### src/rtl/sound_pkg.sv
// Shared types and default constants for the sound blocks: FSM state encoding,
// default tone timing, and the per-source half-period helper.
package sound_pkg;

    typedef enum logic [2:0] {
        IDLE   = 3'd0,
        TONE   = 3'd1,
        GAP    = 3'd2,
        MELODY = 3'd3,
        DONE   = 3'd4
    } tone_state_t;

    localparam int unsigned BASE_HALF  = 25000;
    localparam int unsigned GO_HALF    = 5000;
    localparam int unsigned NOTE_TICKS = 2500000;
    localparam int unsigned GAP_TICKS  = 500000;

    // Half-period for event source i; only evaluated on constants, so no divider is built.
    function automatic int unsigned half_for_src(input int unsigned i, input int unsigned base);
        return base / (i + 1);
    endfunction

    function automatic int unsigned max_u(input int unsigned a, input int unsigned b);
        return (a > b) ? a : b;
    endfunction

endpackage

### src/rtl/tone_sequencer_square_gen.sv
// Square-wave generator: half-period down-counter plus toggle flop, restarted
// low on every load so each note begins with a clean phase.
module square_gen #(
    parameter int unsigned DIV_W = 15
) (
    input  logic             clk,
    input  logic             rst,
    input  logic             load,
    input  logic [DIV_W-1:0] half,
    input  logic             en,
    output logic             wave
);

    logic [DIV_W-1:0] cnt;

    // half is the live half-period of the current note and also the reload value.
    always_ff @(posedge clk) begin
        if (rst) begin
            cnt  <= '0;
            wave <= 1'b0;
        end else if (load) begin
            cnt  <= half - DIV_W'(1);
            wave <= 1'b0;
        end else if (!en) begin
            cnt  <= '0;
            wave <= 1'b0;
        end else if (cnt == '0) begin
            cnt  <= half - DIV_W'(1);
            wave <= ~wave;
        end else begin
            cnt  <= cnt - DIV_W'(1);
        end
    end

endmodule

### src/rtl/tone_sequencer.sv
// Sound-event tone sequencer: prioritised event tones plus a game-over melody,
// driving the buzzer pin directly. Optional macro TONE_SEQ_MELODY_LOOP_EN makes
// the melody repeat while game_over stays high instead of holding in DONE.
module tone_sequencer #(
    parameter int unsigned DIV_W      = 15,
    parameter int unsigned NUM_SRC    = 4,
    parameter int unsigned BASE_HALF  = sound_pkg::BASE_HALF,
    parameter int unsigned GO_HALF    = sound_pkg::GO_HALF,
    parameter int unsigned MELODY_LEN = 4,
    parameter int unsigned NOTE_TICKS = sound_pkg::NOTE_TICKS,
    parameter int unsigned GAP_TICKS  = sound_pkg::GAP_TICKS
) (
    input  logic               clk,
    input  logic               rst,
    input  logic [NUM_SRC-1:0] src_req,
    input  logic               game_over,
    input  logic               mute,
    output logic               buzzer,
    output logic               busy,
    output logic [DIV_W-1:0]   cur_half
);

    import sound_pkg::*;

    localparam int unsigned SRC_W     = (NUM_SRC > 1) ? $clog2(NUM_SRC) : 1;
    localparam int unsigned SRC_TAB_N = 1 << SRC_W;
    localparam int unsigned MAX_TICKS = max_u(NOTE_TICKS, GAP_TICKS);
    localparam int unsigned CNT_W     = (MAX_TICKS > 1) ? $clog2(MAX_TICKS) : 1;

    localparam logic [CNT_W-1:0] NOTE_LAST = CNT_W'(NOTE_TICKS - 1);
    localparam logic [CNT_W-1:0] GAP_LAST  = CNT_W'(GAP_TICKS - 1);
    localparam logic [2:0]       MEL_LAST  = 3'(MELODY_LEN - 1);

    if (MELODY_LEN < 1 || MELODY_LEN > 8) begin : g_bad_melody_len
        $error("tone_sequencer: MELODY_LEN must be 1..8");
    end
    if ((longint'(GO_HALF) * longint'(MELODY_LEN)) > ((longint'(1) << DIV_W) - 1)) begin : g_bad_go_half
        $error("tone_sequencer: GO_HALF*MELODY_LEN does not fit DIV_W");
    end
    if (longint'(BASE_HALF) > ((longint'(1) << DIV_W) - 1)) begin : g_bad_base_half
        $error("tone_sequencer: BASE_HALF does not fit DIV_W");
    end
    if (NOTE_TICKS < 1 || GAP_TICKS < 1) begin : g_bad_ticks
        $error("tone_sequencer: NOTE_TICKS and GAP_TICKS must be at least 1");
    end

    // Constant half-period tables, padded to power-of-two depth so indices are exact-width.
    logic [DIV_W-1:0] src_tab [SRC_TAB_N];
    logic [DIV_W-1:0] mel_tab [8];

    for (genvar g = 0; g < SRC_TAB_N; g++) begin : g_src_tab
        if (g < NUM_SRC) begin : g_used
            assign src_tab[g] = DIV_W'(half_for_src(g, BASE_HALF));
        end else begin : g_pad
            assign src_tab[g] = '0;
        end
    end

    for (genvar g = 0; g < 8; g++) begin : g_mel_tab
        if (g < MELODY_LEN) begin : g_used
            assign mel_tab[g] = DIV_W'(GO_HALF * (g + 1));
        end else begin : g_pad
            assign mel_tab[g] = '0;
        end
    end

    logic [SRC_W-1:0] sel;
    logic             any_req;

    always_comb begin
        sel = '0;
        for (int i = NUM_SRC - 1; i >= 0; i--) begin
            if (src_req[i]) sel = SRC_W'(i);
        end
    end

    assign any_req = |src_req;

    tone_state_t      state, state_n;
    logic [SRC_W-1:0] cur_src, src_n;
    logic [2:0]       note_k, k_n;
    logic [CNT_W-1:0] dur_cnt, dur_n;
    logic [DIV_W-1:0] half_n;
    logic             load;

    always_comb begin
        state_n = state;
        src_n   = cur_src;
        k_n     = note_k;
        dur_n   = dur_cnt + CNT_W'(1);
        half_n  = cur_half;
        load    = 1'b0;
        unique case (state)
            IDLE: begin
                dur_n = '0;
                if (game_over) begin
                    state_n = MELODY;
                    k_n     = '0;
                    half_n  = mel_tab[0];
                    load    = 1'b1;
                end else if (any_req) begin
                    state_n = TONE;
                    src_n   = sel;
                    half_n  = src_tab[sel];
                    load    = 1'b1;
                end
            end
            TONE: begin
                if (game_over) begin
                    state_n = MELODY;
                    k_n     = '0;
                    dur_n   = '0;
                    half_n  = mel_tab[0];
                    load    = 1'b1;
                end else if (any_req && sel <= cur_src) begin
                    src_n  = sel;
                    dur_n  = '0;
                    half_n = src_tab[sel];
                    load   = 1'b1;
                end else if (dur_cnt == NOTE_LAST) begin
                    state_n = IDLE;
                    dur_n   = '0;
                    half_n  = '0;
                end
            end
            MELODY: begin
                if (!game_over) begin
                    state_n = IDLE;
                    dur_n   = '0;
                    half_n  = '0;
                end else if (dur_cnt == NOTE_LAST) begin
                    dur_n  = '0;
                    half_n = '0;
`ifdef TONE_SEQ_MELODY_LOOP_EN
                    state_n = GAP;
`else
                    state_n = (note_k == MEL_LAST) ? DONE : GAP;
`endif
                end
            end
            GAP: begin
                if (!game_over) begin
                    state_n = IDLE;
                    dur_n   = '0;
                end else if (dur_cnt == GAP_LAST) begin
                    state_n = MELODY;
                    dur_n   = '0;
                    k_n     = (note_k == MEL_LAST) ? 3'd0 : note_k + 3'd1;
                    half_n  = mel_tab[k_n];
                    load    = 1'b1;
                end
            end
            DONE: begin
                dur_n = '0;
                if (!game_over) state_n = IDLE;
            end
            default: begin
                state_n = IDLE;
                dur_n   = '0;
                half_n  = '0;
            end
        endcase
    end

    always_ff @(posedge clk) begin
        if (rst) begin
            state    <= IDLE;
            cur_src  <= '0;
            note_k   <= '0;
            dur_cnt  <= '0;
            cur_half <= '0;
        end else begin
            state    <= state_n;
            cur_src  <= src_n;
            note_k   <= k_n;
            dur_cnt  <= dur_n;
            cur_half <= half_n;
        end
    end

    logic wave;
    logic playing;

    assign playing = (state == TONE) || (state == MELODY);

    square_gen #(
        .DIV_W(DIV_W)
    ) u_square_gen (
        .clk (clk),
        .rst (rst),
        .load(load),
        .half(half_n),
        .en  (playing),
        .wave(wave)
    );

    // Mute gates only the pin; note timing carries on underneath.
    assign buzzer = wave & ~mute;
    assign busy   = (state != IDLE);

endmodule

### config.mk
export PLATFORM = sky130hd
export DESIGN_NAME = tone_sequencer
export DESIGN_NICKNAME = d
export VERILOG_FILES = /design/src/rtl/sound_pkg.sv /design/src/rtl/tone_sequencer_square_gen.sv /design/src/rtl/tone_sequencer.sv
export SDC_FILE = /design/constraint.sdc
export NUM_CORES = 1
export LEC_CHECK = 0
export CAP_MARGIN = 10
export CORE_AREA = 2 2 101 103
export DETAILED_ROUTE_END_ITERATION = 7
export DIE_AREA = 0 0 103 105
export GPL_TIMING_DRIVEN = 0
export RECOVER_POWER = 25
export SLEW_MARGIN = 5
export SYNTH_ARGS = -nofsm -noshare
export SYNTH_HDL_FRONTEND = slang
export SYNTH_SLANG_ARGS = --single-unit
### constraint.sdc
create_clock -name clk -period 11.6 [get_ports clk]
set_input_delay 2.32 -clock clk [delete_from_list [all_inputs] [get_ports clk]]
set_output_delay 2.32 -clock clk [all_outputs]
set_load 0.05 [all_outputs]
### Word-level counts from Yosys, hierarchy flattened

Memories as Yosys holds them, arrays and structs flattened.
Cells that the tools add are included.
W data, S select, Z words.

* multiplexer cells: 57
* add/sub/neg operators: 4
* eq/ne operators: 20
* bitwise operators: 6
* reduce and logical (&&, ||, !) cells: 13
* magnitude comparators: 3

Operators by type and width (number)
* $mux W15: 15
* $mux W22: 6
* $pmux W15 S5: 1
* $pmux W22 S3: 1
* $mux W3: 15
* $bmux W15 S2: 1
* $sub A15 B1 Y15 const B: 2
* $add A22 B1 Y22 const B: 1
* $eq A22 B19 Y1 const B: 1
* $eq A22 B22 Y1 const B: 1
* $mux W2: 8
* $logic_not A15 Y1: 1
* $ne A3 B3 Y1 const B: 5
* $pmux W3 S5: 1
* $ne A2 B2 Y1 const B: 7
* $eq A3 B2 Y1 const B: 3
* $mux W1: 6
* $pmux W3 S2: 1
* $reduce_and A6 Y1: 1
* $reduce_and A5 Y1: 1
* $ge A4 B4 Y1 const B: 1
* $not A3 Y4: 1
* $pmux W2 S2: 1
* $reduce_and A4 Y1: 1
* other kinds (18): 21

* register bits after elaboration: 61
* memory bits (read-only): 120
* memories kept: 1
* output and inout port bits: 17
* word-level logic and storage cells: 111

Memories
* (name not given): words 8, bits a word 15, read ports 1, clocked after memory_dff 0, wr ports 0, RTL line tone_sequencer.sv:149 `half_n = mel_tab[k_n];`

### Depth between registers and ports, before layout

* depth after elaboration: 15
* depth in mapped cells: 13

### Cells and area by module

From an unflattened synthesis, not the netlist that was laid out.

* cells, all modules: 479
* area total of the unflattened synthesis: 3962.6 µm²

By module, submodules not included
* tone_sequencer: cells each 342, area each 2742.6 µm², times used 1
* square_gen: cells each 137, area each 1219.9 µm², times used 1

### Worst setup path before layout

No wires, ideal clock.

* path kind: input to register
* start point: input port src_req[1]
* end point: register u_square_gen.cnt[12]
* library setup time: 115 ps
* buffers on the path: 0
* arrival: 5493 ps
* stages on the path: 12
* slack: 5991 ps
* cell sequence: nor3_1 ha_1 nor2b_1 o21ai_0 a221oi_1 o41ai_1 a21boi_0 ha_1 o21a_1 nand4_1 or4_1 and3_1

* cells in the longest elaborated chain, start to end: 13

Ends and longest elaborated chain
* start: declaration: RTL line tone_sequencer.sv:15 `input logic [NUM_SRC-1:0] src_req,`
* $mux W2 (2 in a row): RTL line tone_sequencer.sv:73 `if (src_req[i]) sel = SRC_W'(i);`
* $not A2 Y3 (not written as such): RTL line tone_sequencer.sv:104, tone_sequencer.sv:118
* $bmux W15 S2: RTL line tone_sequencer.sv:104, tone_sequencer.sv:118
* $mux W15 (not written as such) (2 in a row): RTL line tone_sequencer.sv:104, tone_sequencer.sv:118
* $mux W15, on equally long branches: RTL line tone_sequencer.sv:115, tone_sequencer.sv:101
* $mux W15, on equally long branches: RTL line tone_sequencer.sv:109, tone_sequencer.sv:96
* $pmux W15 S5: RTL line tone_sequencer.sv:93 `unique case (state)`
* $sub A15 B1 Y15: RTL line tone_sequencer_square_gen.sv:22, tone_sequencer_square_gen.sv:28
* $mux W15: RTL line tone_sequencer_square_gen.sv:27 `end else if (cnt == '0) begin`
* $mux W15: RTL line tone_sequencer_square_gen.sv:24 `end else if (!en) begin`
* $mux W15 (*): RTL line tone_sequencer_square_gen.sv:21 `end else if (load) begin`
* end signal: assignment: RTL line tone_sequencer_square_gen.sv:22 `cnt <= half - DIV_W'(1);`
* end signal: assignment: RTL line tone_sequencer_square_gen.sv:28 `cnt <= half - DIV_W'(1);`
* end signal: assignment: RTL line tone_sequencer_square_gen.sv:31 `cnt <= cnt - DIV_W'(1);`
* end: declaration: RTL line tone_sequencer_square_gen.sv:14 `logic [DIV_W-1:0] cnt;`

Every way passes the cells marked *; elsewhere a longest branch is shown, timed or not. The select of a mux whose other input is x is not followed.
A chain may end at the register's enable or synchronous reset.

### Worst setup path after layout

* start point: input port src_req[2]
* end point: register u_square_gen.cnt[12]

* cells in the longest elaborated chain, start to end: 14

Ends and longest elaborated chain
* $mux W2 (*) (3 in a row): RTL line tone_sequencer.sv:73
* via sel[1]: RTL line tone_sequencer.sv:67 `logic [SRC_W-1:0] sel;`
* $not A2 Y3 (not written as such): RTL line tone_sequencer.sv:104, tone_sequencer.sv:118
* $bmux W15 S2: RTL line tone_sequencer.sv:104, tone_sequencer.sv:118
* $mux W15 (not written as such) (2 in a row): RTL line tone_sequencer.sv:104, tone_sequencer.sv:118
* $mux W15, on equally long branches: RTL line tone_sequencer.sv:115, tone_sequencer.sv:101
* $mux W15, on equally long branches: RTL line tone_sequencer.sv:109, tone_sequencer.sv:96
* $pmux W15 S5: RTL line tone_sequencer.sv:93
* $sub A15 B1 Y15: RTL line tone_sequencer_square_gen.sv:22, tone_sequencer_square_gen.sv:28
* $mux W15: RTL line tone_sequencer_square_gen.sv:27
* $mux W15: RTL line tone_sequencer_square_gen.sv:24
* $mux W15 (*): RTL line tone_sequencer_square_gen.sv:21

Mark *: on every way through the listed nets, which the timed path passes. The rest lies on a longest branch. The select of a mux whose other input is x is not followed.

==> qor.yml <==
status: "finished clean"
track_usage: 0.204
dr.pass1.iters: 6
synthArstFlopShare: 0
h-tree-depth: 3
cts_setup_buffers: 0
static-leakage-power_uw: 0.00166
min_from: "note_k[1]$_SDFFE_PP0P_"
port_buffers: 24
fill_cells: 987
grt_pass1_vias: 3363
fin_cells: 649
arrival_ns: 6.91
fp.dieH_um: 105
routabilityCongestion: 0.911
finalWirelength_um: 10600
viasPerCell: 5.65
fin_util: 0.456
cts-resized-gates: 0
cp.required_ns: 11.84
syn-num-nets: 495
fmax_mhz: 150
rsz0062_at_grt: "false"
avgSynthCellArea_um2: 8.01
start_util: 0.397
hpwl_um: 8060
critPathLaunch: "src_req[2]"
synth_flop_cell: "dfxtp_1"
skew_ns: 0.00829
hold_viol_final: 0
cts_sinks: 61
drc: 0
max_slew.worst_pin.slew_ns: 1.10
r2r-start: "dur_cnt[0]$_SDFF_PP0_"
relSlewSlack: 0.249
hold_class: "reg2reg"
multi_input_area_um2: 2460
num_antenna_cells: 0
yosysUniqueCellTypes: 68
synth.top_cell.area_share: 0.319
grt_max_degree: 11
root_buffer: "clkbuf_8"
critPathKind: "in2reg"
grt_pass1_wl_um: 17000
ios: 25
peakVddDrop_uv: 55.7
synth_edf_count: 0
synth_common_cells: "nor2_1, dfxtp_1, nand2_1"
vias: 3665
synth_top_area_cell: "dfxtp_1"
cts_tree: "yes"
drtIter0Drc: 382
setup_viol: 0
ys_seq_elements: 61
drv_slew: 0
ant_nets: 0
cap_violations: 0
die_w_um: 103
yosysMostFrequentCell: "nor2_1"
syn_area_um2: 3820
area_growth_pct: 15.0
antenna_found_initial: 0
placement_rows: 36
core_area_um2: 9640
seq_area_frac_synth: 0.319
fin_crit_sh: 0.575
finalWorstPathRequiredPeriod_ns: 6.67
grt-ovfl-total: 0
yosysWarnings: 0
wl_per_cell_um: 16.3
cp_max_fo: 8
cts_buffers: 9
ys_top_cells_by_area: "dfxtp_1, nor2_1, xor2_1"
start_kind: "input pin"
power_density_nw_per_um2: 129
final_net_count: 530
path_clk_slew_ns: 0.06
setup_tns_ns: 0
cts_hold_buffers: 0
synth_cells: 477
worst_setup_path_end_kind: "register"
post-place-cells: 634
cts.path.max_buffers: 2
dieArea_um2: 10800
insertion_delay_ns: 0.35
register_area_um2: 1220
drive_above_1_share: 0.0717
hold-worst-slack_ns: 0.465
-- cell families after synthesis --
family,synth area share
AOI/OAI and AO/OA,0.212
buffers and inverters,0.0363
muxes,0.00818
DFF,0.319
adders and majority gates,0.0327
xor gates and xnor gates,0.0917
and+or+nand+nor,0.300
-- path summary, 6_finish.rpt --
check / end / slack, ns / depth (start not counted)
setup / recovery: u_square_gen.cnt[12]$_SDFF_PP0_ / 4.93 / 14
hold / removal: note_k[1]$_SDFFE_PP0P_ / 0.46 / 2
setup reg to reg: u_square_gen.cnt[12]$_SDFF_PP0_ / 7.71 / 12
hold reg to reg: note_k[1]$_SDFFE_PP0P_ / 0.46 / 2
-- worst max-delay path, stage by stage --
cell	delay, ns
clkdlybuf4s50_1	0.56
nor2_1	0.07
nor3_1	0.51
ha_1	0.35
nor2b_1	0.18
o21ai_0	0.30
a221oi_1	0.30
o41ai_1	0.54
a21boi_0	0.44
ha_1	0.31
o21a_1	0.15
nand4_1	0.23
or4_1	0.46
and3_1	0.18
-- placed cells by master, fill, tap and decap left out, drive strengths merged, types with 3 or more instances in the layout --
| cell type | instances |
|---|---|
| nand2b | 7 |
| inv | 14 |
| or2 | 6 |
| dlygate4sd3 | 16 |
| nor4b | 5 |
| xor2 | 24 |
| clkbuf | 25 |
| xnor2 | 16 |
| and2 | 6 |
| buf | 5 |
| or3 | 8 |
| ha | 10 |
| o31ai | 7 |
| a221oi | 8 |
| nor4 | 12 |
| nor2b | 10 |
| a211o | 3 |
| a2bb2oi | 3 |
| o41ai | 3 |
| nor2 | 73 |
| and4 | 3 |
| clkdlybuf4s50 | 8 |
| o21a | 5 |
| nand4 | 7 |
| and3 | 7 |
| nand3 | 15 |
| nor3 | 14 |
| a211oi | 4 |
| dfxtp | 61 |
| or4 | 9 |
| a21o | 5 |
| o211ai | 3 |
| a21oi | 24 |
| nor3b | 3 |
| o21ai | 17 |
| nand2 | 33 |
| o211a | 3 |
-- where the power goes --
group / internal [uW] / switching [uW] / total, uW / leakage (uW)
combinational: 62.5 / 103 / 166 / 0.00108
clock: 81.3 / 85.2 / 167 / 0.0000812
sequential: 223 / 12.6 / 235 / 0.000497
total: 366 / 201 / 567 / 0.00166
-- sequential cells by signal (all words and copies together), names as in the netlist --
register and cells:
note_k 3, cur_half 15, u_square_gen.cnt 15, dur_cnt 22, state 3, cur_src 2, u_square_gen.wave 1
-- per-layer routing --
| layer | up-vias | share of wire | GRT usage |
|---|---|---|---|
| met4 | 0 | 0.032 | 0.0771 |
| met5 | - | 0 | 0 |
| met2 | 119 | 0.46 | 0.316 |
| li1 | 1819 | - | - |
| met3 | 28 | 0.062 | 0.0542 |
| met1 | 1699 | 0.45 | 0.270 |
-- cell type report --
| cell class | count | area share |
|---|---|---|
| timing repair buffer | 24 | 0.0547 |
| clock inverter | 4 | 0.00569 |
| tap | 133 | 0.0379 |
| multi-input combinational | 383 | 0.560 |
| buffer | 19 | 0.0196 |
| clock buffer | 11 | 0.0322 |
| sequential | 61 | 0.278 |
| inverter | 14 | 0.0120 |
-- metrics by stage --
step / instance area, um^2 / setup WS (ns) / power, uW
after floorplan: 3820 / 5.99 / 360
after global placement: 4230 / 4.56 / 404
after detailed placement: 4230 / 4.65 / 404
after CTS: 4400 / 5.00 / 572
after global routing: 4400 / 4.59 / 600
final: 4400 / 4.93 / 567
(Power assumes the default switching activity.)
